`src/rtl/xbar_pkg.sv`:
```
// Shared crossbar definitions: channel count, channel ID type and ID decode helper.
package xbar_pkg;

  localparam int CH_NUM  = 3;
  localparam int CH_ID_W = 2;

  typedef logic [CH_ID_W-1:0] ch_id_t;

  // IDs outside 0..CH_NUM-1 decode to all zeros.
  function automatic logic [CH_NUM-1:0] ch_id_to_onehot(input ch_id_t id);
    logic [CH_NUM-1:0] oh;
    oh = '0;
    for (int k = 0; k < CH_NUM; k++) begin
      if (id == ch_id_t'(k)) oh[k] = 1'b1;
    end
    return oh;
  endfunction

endpackage

```
`src/rtl/xbar_id_fifo.sv`:
```
// Small synchronous FIFO with wrap-bit pointers, used to remember request order
// (channel IDs) so responses can be steered back in the same order.
module xbar_id_fifo #(
  parameter int W     = 2,
  parameter int DEPTH = 4
) (
  input  logic                         clk_i,
  input  logic                         rst_i,
  input  logic                         push,
  input  logic [W-1:0]                 push_data,
  input  logic                         pop,
  output logic [W-1:0]                 head,
  output logic                         full,
  output logic                         empty,
  output logic [$clog2(DEPTH+1)-1:0]   count
);

  localparam int AW    = $clog2(DEPTH);
  localparam int CNT_W = $clog2(DEPTH+1);

  logic [AW:0]  wptr;
  logic [AW:0]  rptr;
  logic [W-1:0] mem [DEPTH];
  logic         do_push;
  logic         do_pop;

  // Full when the pointers address the same slot but sit on different laps.
  assign full    = (wptr[AW] != rptr[AW]) && (wptr[AW-1:0] == rptr[AW-1:0]);
  assign empty   = (wptr == rptr);
  assign do_push = push && !full;
  assign do_pop  = pop && !empty;
  assign head    = mem[rptr[AW-1:0]];
  assign count   = CNT_W'(wptr - rptr);

  always_ff @(posedge clk_i or posedge rst_i) begin
    if (rst_i) begin
      wptr <= '0;
      rptr <= '0;
    end else begin
      if (do_push) wptr <= wptr + 1'b1;
      if (do_pop)  rptr <= rptr + 1'b1;
    end
  end

  always_ff @(posedge clk_i) begin
    if (do_push) mem[wptr[AW-1:0]] <= push_data;
  end

endmodule

```
`src/rtl/bank_ch_resp_router.sv`:
```
// Bank-port return path: steers in-order bank responses to the channel that
// issued the matching grant, through a single valid/ready output stage.
module bank_ch_resp_router
  import xbar_pkg::*;
#(
  parameter int DATA_W = 32,
  parameter int DEPTH  = 4
) (
  input  logic                        clk_i,
  input  logic                        rst_i,
  input  logic                        gnt_valid_i,
  input  ch_id_t                      gnt_id_i,
  output logic                        gnt_ready_o,
  input  logic                        bank_resp_valid_i,
  input  logic [DATA_W-1:0]           bank_resp_data_i,
  output logic                        bank_resp_ready_o,
  output logic [CH_NUM-1:0]           ch_resp_valid_o,
  output logic [DATA_W-1:0]           ch_resp_data_o,
  input  logic [CH_NUM-1:0]           ch_resp_ready_i,
  output logic [$clog2(DEPTH+1)-1:0]  outstanding_o,
  output logic                        err_o
);

  ch_id_t              head_id;
  ch_id_t              out_id;
  logic                out_vld;
  logic [DATA_W-1:0]   out_data;
  logic                fifo_full;
  logic                fifo_empty;
  logic                push;
  logic                pop;
  logic                out_retire;
  logic                out_free;
  logic                gnt_bad;
  logic                resp_bad;
  logic                err_q;

  xbar_id_fifo #(
    .W     (CH_ID_W),
    .DEPTH (DEPTH)
  ) u_order_fifo (
    .clk_i     (clk_i),
    .rst_i     (rst_i),
    .push      (push),
    .push_data (gnt_id_i),
    .pop       (pop),
    .head      (head_id),
    .full      (fifo_full),
    .empty     (fifo_empty),
    .count     (outstanding_o)
  );

  assign gnt_ready_o = !fifo_full;
  assign push        = gnt_valid_i && !fifo_full && (gnt_id_i < ch_id_t'(CH_NUM));

  // Only the ready of the channel currently being served matters.
  assign out_retire        = out_vld && (|(ch_id_to_onehot(out_id) & ch_resp_ready_i));
  assign out_free          = !out_vld || out_retire;
  assign bank_resp_ready_o = !fifo_empty && out_free;
  assign pop               = bank_resp_valid_i && bank_resp_ready_o;

  always_ff @(posedge clk_i or posedge rst_i) begin
    if (rst_i) begin
      out_vld  <= 1'b0;
      out_id   <= '0;
      out_data <= '0;
    end else if (pop) begin
      out_vld  <= 1'b1;
      out_id   <= head_id;
      out_data <= bank_resp_data_i;
    end else if (out_retire) begin
      out_vld  <= 1'b0;
    end
  end

  assign ch_resp_valid_o = out_vld ? ch_id_to_onehot(out_id) : '0;
  assign ch_resp_data_o  = out_data;

  // Illegal grant ID, grant into a full FIFO, or a response nobody asked for.
  assign gnt_bad  = gnt_valid_i && (fifo_full || (gnt_id_i >= ch_id_t'(CH_NUM)));
  assign resp_bad = bank_resp_valid_i && fifo_empty && !out_vld;

  always_ff @(posedge clk_i or posedge rst_i) begin
    if (rst_i) err_q <= 1'b0;
    else       err_q <= err_q | gnt_bad | resp_bad;
  end

  assign err_o = err_q;

endmodule

```
`config.mk`:
```
export PLATFORM = sky130hd
export DESIGN_NAME = bank_ch_resp_router
export DESIGN_NICKNAME = d
export VERILOG_FILES = /design/src/rtl/xbar_pkg.sv /design/src/rtl/xbar_id_fifo.sv /design/src/rtl/bank_ch_resp_router.sv
export SDC_FILE = /design/constraint.sdc
export NUM_CORES = 1
export LEC_CHECK = 0
export ABC_AREA = 0
export CORE_MARGIN = 5
export CORE_UTILIZATION = 40
export DETAILED_ROUTE_END_ITERATION = 8
export GPL_TIMING_DRIVEN = 0
export PLACE_DENSITY = 0.74
export SETUP_SLACK_MARGIN = 0.02
export SLEW_MARGIN = 40
export SYNTH_ARGS = -nofsm -noshare
export SYNTH_HDL_FRONTEND = slang
export SYNTH_SLANG_ARGS = --single-unit
```
`constraint.sdc`:
```
create_clock -name clk_i -period 1.8 [get_ports clk_i]
set_clock_uncertainty 0.2 [all_clocks]
set_input_delay 0.36 -clock clk_i [delete_from_list [all_inputs] [get_ports clk_i]]
set_output_delay 0.36 -clock clk_i [all_outputs]
set_load 0.005 [all_outputs]
```
==> reports/qor.txt <==
WORST SETUP PATH
-------------------------------------------------------------------------------------
Category of the worst setup path capture point                            output port
Crit-path max FO                                                                    2
Critical path data required time                                              1240 ps
Data arrival time of the critical path                                        1580 ps
Type of the setup path with the least slack                              flop to output port
Reg2Reg Depth                                                                       7
Kind of launch point of the worst setup path                                     flop

SYNTHESIS
-------------------------------------------------------------------------------------
Synth area leader                                                        sky130_fd_sc_hd__dfrtp_1
Number of warnings reported in the yosys synthesis log                              0
Avg Inst Size Synth                                                          16.3 um2
Total of flip-flops plus latches after synthesis                                   50
Post-synthesis net count                                                          189
Number of enable-type register cells in the synthesized netlist                     8
Most repeated cell in the gate-level netlist after synthesis             sky130_fd_sc_hd__dfrtp_1
Number of different library cells in the post-synthesis netlist                    27
Proportion of synthesized flip-flops having asynchronous set or reset           84.0%
Post-synthesis instance area                                              0.00228 mm2
Synth top area share                                                            46.1%
Number of instances in the synthesized netlist                                    140
List of most frequent post-synthesis cells                               sky130_fd_sc_hd__dfrtp_1 (42), sky130_fd_sc_hd__mux2_4 (29), sky130_fd_sc_hd__inv_1 (10), sky130_fd_sc_hd__edfxtp_1 (8)
Leading cell types by total area after synthesis                         sky130_fd_sc_hd__dfrtp_1 (46%), sky130_fd_sc_hd__mux2_4 (19%), sky130_fd_sc_hd__edfxtp_1 (11%)
Flip-flop cell with the highest count after synthesis                    sky130_fd_sc_hd__dfrtp_1
Portion of the post-synthesis area used by sequential elements                  56.7%

STATUS
-------------------------------------------------------------------------------------
Result of the run                                                        complete, but fails checks
Violations in the final reports                                          negative setup slack

DRT
-------------------------------------------------------------------------------------
ANT nets after route                                                                0
Wire length per cell after detailed routing                                   16.7 um
Routed wire length                                                            5530 um
Routed via count                                                                 1532
Violation count after the first detailed-routing iteration                         30
DRC violation count after routing                                                   0
Detailed-route vias per instance                                                 4.61
TritonRoute pass-1 iters                                                            2

GLOBAL ROUTING
-------------------------------------------------------------------------------------
Wire length of the first global-routing pass                                  8540 um
Total global routing track utilization                                          15.2%
Initial antenna violation count                                                     0
Via count of the first global-routing pass                                       1673
Residual overflow from global routing                                               0
Pin count of the biggest net entering global routing                               43

PWR
-------------------------------------------------------------------------------------
Net switching share of the total power                                          30.3%
Total net switching power                                                   0.00221 W
Leakage component of the power                                                1.70 nW
Total power divided by cell area                                          1960 mW/mm2
Share of power burned in combinational logic                                    62.2%
Int Power                                                                   0.00510 W
Worst voltage drop across the vdd grid                                        1.22 mV
Sequential cell fraction of total power                                         27.8%
Relative contribution of the clock network to total power                       10.0%

CLOCKING
-------------------------------------------------------------------------------------
Number of clock sinks                                                              50
Clock tree from TritonCTS                                                        done
Clock-pin slew of the registers on the worst-case setup and hold paths         100 ps
Clock network latency to the later pin of the worst-skew pair                  300 ps
H-Tree Depth                                                                        2
Number of buffers added by the clock tree synthesis step                            5
Root buffer cell                                                         sky130_fd_sc_hd__clkbuf_8
Maximum clock path buffer count                                                     2

STA
-------------------------------------------------------------------------------------
Max-slew violation count                                                            0
Count of final setup violators                                                     41
Fmax                                                                        0.468 GHz
Worst Slack Setup Final                                                       -335 ps
RSZ-0062 raised after global routing                                             true
Setup_tns                                                                    -8150 ps
Final number of hold-violating endpoints                                            0
Pin slew with the least headroom to its limit                                  522 ps
Post-route minimum period                                                     2140 ps
Headroom to the max-slew limit                                                  65.2%
Final Cycle Share                                                                119%

DIE
-------------------------------------------------------------------------------------
Initial core utilization                                                        41.4%
Die Span X                                                                    85.5 um
Count of standard-cell rows                                                        27
Std-Cell Core Area                                                        0.00551 mm2
Height of the die                                                             85.5 um
Die Area                                                                  0.00731 mm2
# IOs                                                                              82

PLACEMENT
-------------------------------------------------------------------------------------
IO Port Bufs                                                                       81
Final RePlAce weighted congestion                                               0.750
HPWL after DPL                                                                3550 um
Post-placement setup slack                                                    -590 ps

LAYOUT
-------------------------------------------------------------------------------------
Fraction of layout cells with a size suffix above 1                             45.4%
Area Growth Syn to Fin                                                          63.8%
Nets                                                                              308
Antenna Cells                                                                       0
Number of filler instances in the final layout                                    398

MIN PATH
-------------------------------------------------------------------------------------
Classification of the worst-slack hold path                              input pin to async pin

RUN
-------------------------------------------------------------------------------------
Number of max-cap violations                                                        0

power groups by stage:
stage	sequential, W	combinational [W]	clock [W]
6_report	0.00203	0.00454	0.000730
4_1_cts	0.00204	0.00443	0.000751
3_3_place_gp	0.00206	0.00339	0
3_5_place_dp	0.00208	0.00344	0
5_1_grt	0.00210	0.00488	0.000799
2_1_floorplan	0.00206	0.00196	0
through the flow:
stage               hold WS [ps]  util [%]  total power, W  instance area, um2  instances
finish                       248      67.8         0.00731                3730        332
global placement             263      58.5         0.00545                3220        293
CTS                          269      66.7         0.00722                3670        325
floorplan                    259         -         0.00401                2320        140
detailed placement           266      58.6         0.00552                3230        293
global route                 316      67.8         0.00778                3730        332
logic make-up after synthesis:
family                     after synthesis  synth area share (%)
xor gates and xnor gates                 6                  2.64
muxes                                   39                  25.0
DFF                                     50                  56.7
AOI/OAI and AO/OA                        3                  1.26
and+or+nand+nor                         20                  4.94
adders and majority gates                8                  4.72
buffers and inverters                   14                  4.78
placed cells by master (no fill, tap or decap), types with 2 or more instances in the layout:
master and n:
sky130_fd_sc_hd__mux2_4 36, sky130_fd_sc_hd__edfxtp_1 8, sky130_fd_sc_hd__inv_2 4, sky130_fd_sc_hd__nand2_1 5
sky130_fd_sc_hd__ha_4 2, sky130_fd_sc_hd__buf_2 3, sky130_fd_sc_hd__buf_12 5, sky130_fd_sc_hd__dlymetal6s2s_1 9
sky130_fd_sc_hd__dfrtp_1 36, sky130_fd_sc_hd__ha_1 5, sky130_fd_sc_hd__nor2_2 2, sky130_fd_sc_hd__clkbuf_8 5
sky130_fd_sc_hd__inv_4 2, sky130_fd_sc_hd__nor2_4 2, sky130_fd_sc_hd__buf_4 20, sky130_fd_sc_hd__xor2_1 3
sky130_fd_sc_hd__buf_8 4, sky130_fd_sc_hd__buf_6 10, sky130_fd_sc_hd__dfrtp_2 6, sky130_fd_sc_hd__mux4_2 2
sky130_fd_sc_hd__clkdlybuf4s50_1 64, sky130_fd_sc_hd__inv_1 4
worst max-delay path, stage by stage (launching register included):
cell,delay (ps)
sky130_fd_sc_hd__dfrtp_2,450
sky130_fd_sc_hd__ha_4,170
sky130_fd_sc_hd__fa_2,530
sky130_fd_sc_hd__inv_2,40
sky130_fd_sc_hd__buf_6,100
worst paths after layout:
| path | slack (ps) | start | endpoint |
|---|---|---|---|
| max in group asynchronous | 750 | rst_i | u_order_fifo.rptr[0] |
| max reg2reg | -220 | out_id[1] | ch_resp_data_o[29] |
| min reg2reg | 280 | err_o | err_o |
| max | -340 | u_order_fifo.rptr[0] | outstanding_o[1] |
| min in group clk_i | 280 | err_o | err_o |
| min | 250 | rst_i | ch_resp_data_o[24] |
area by class of cell:
cell class	count	area [um2]	share of cell area (%)
buffer	1	20.0	0.536
clock buffer	7	97.6	2.61
clock inverter	1	7.51	0.201
inverter	10	42.5	1.14
multi-input combinational	76	1000	26.8
sequential	50	1300	34.8
tap	72	90.1	2.41
timing repair buffer	115	1180	31.5
timing repair:
action / in CTS / in global routing
hold buffers: 0 / 0
pin swaps: 8 / 9
resized for setup: 57 / 35
cloned: 3 / 0
setup endpoints to repair: 55 / 68
setup buffers: 22 / 12
flip-flops by register name, summed over array words and instances (netlist names):
register / count
ch_resp_data_o: 32
out_vld: 1
err_o: 1
u_order_fifo.rptr: 3
u_order_fifo.wptr: 3
out_id: 2
u_order_fifo.mem: 8
routing by layer:
layer | part of all wire (%) | wire [um] | up-vias | global-route usage, %
met1 | 44 | 2440 | 742 | 20.1
met3 | 8.6 | 473 | 5 | 5.05
met2 | 47 | 2570 | 65 | 24.4
met4 | 0.80 | 44 | 0 | 3.45
li1 | - | - | 720 | -
met5 | 0 | 0 | - | 0
Power figures use the tool's default switching activity.
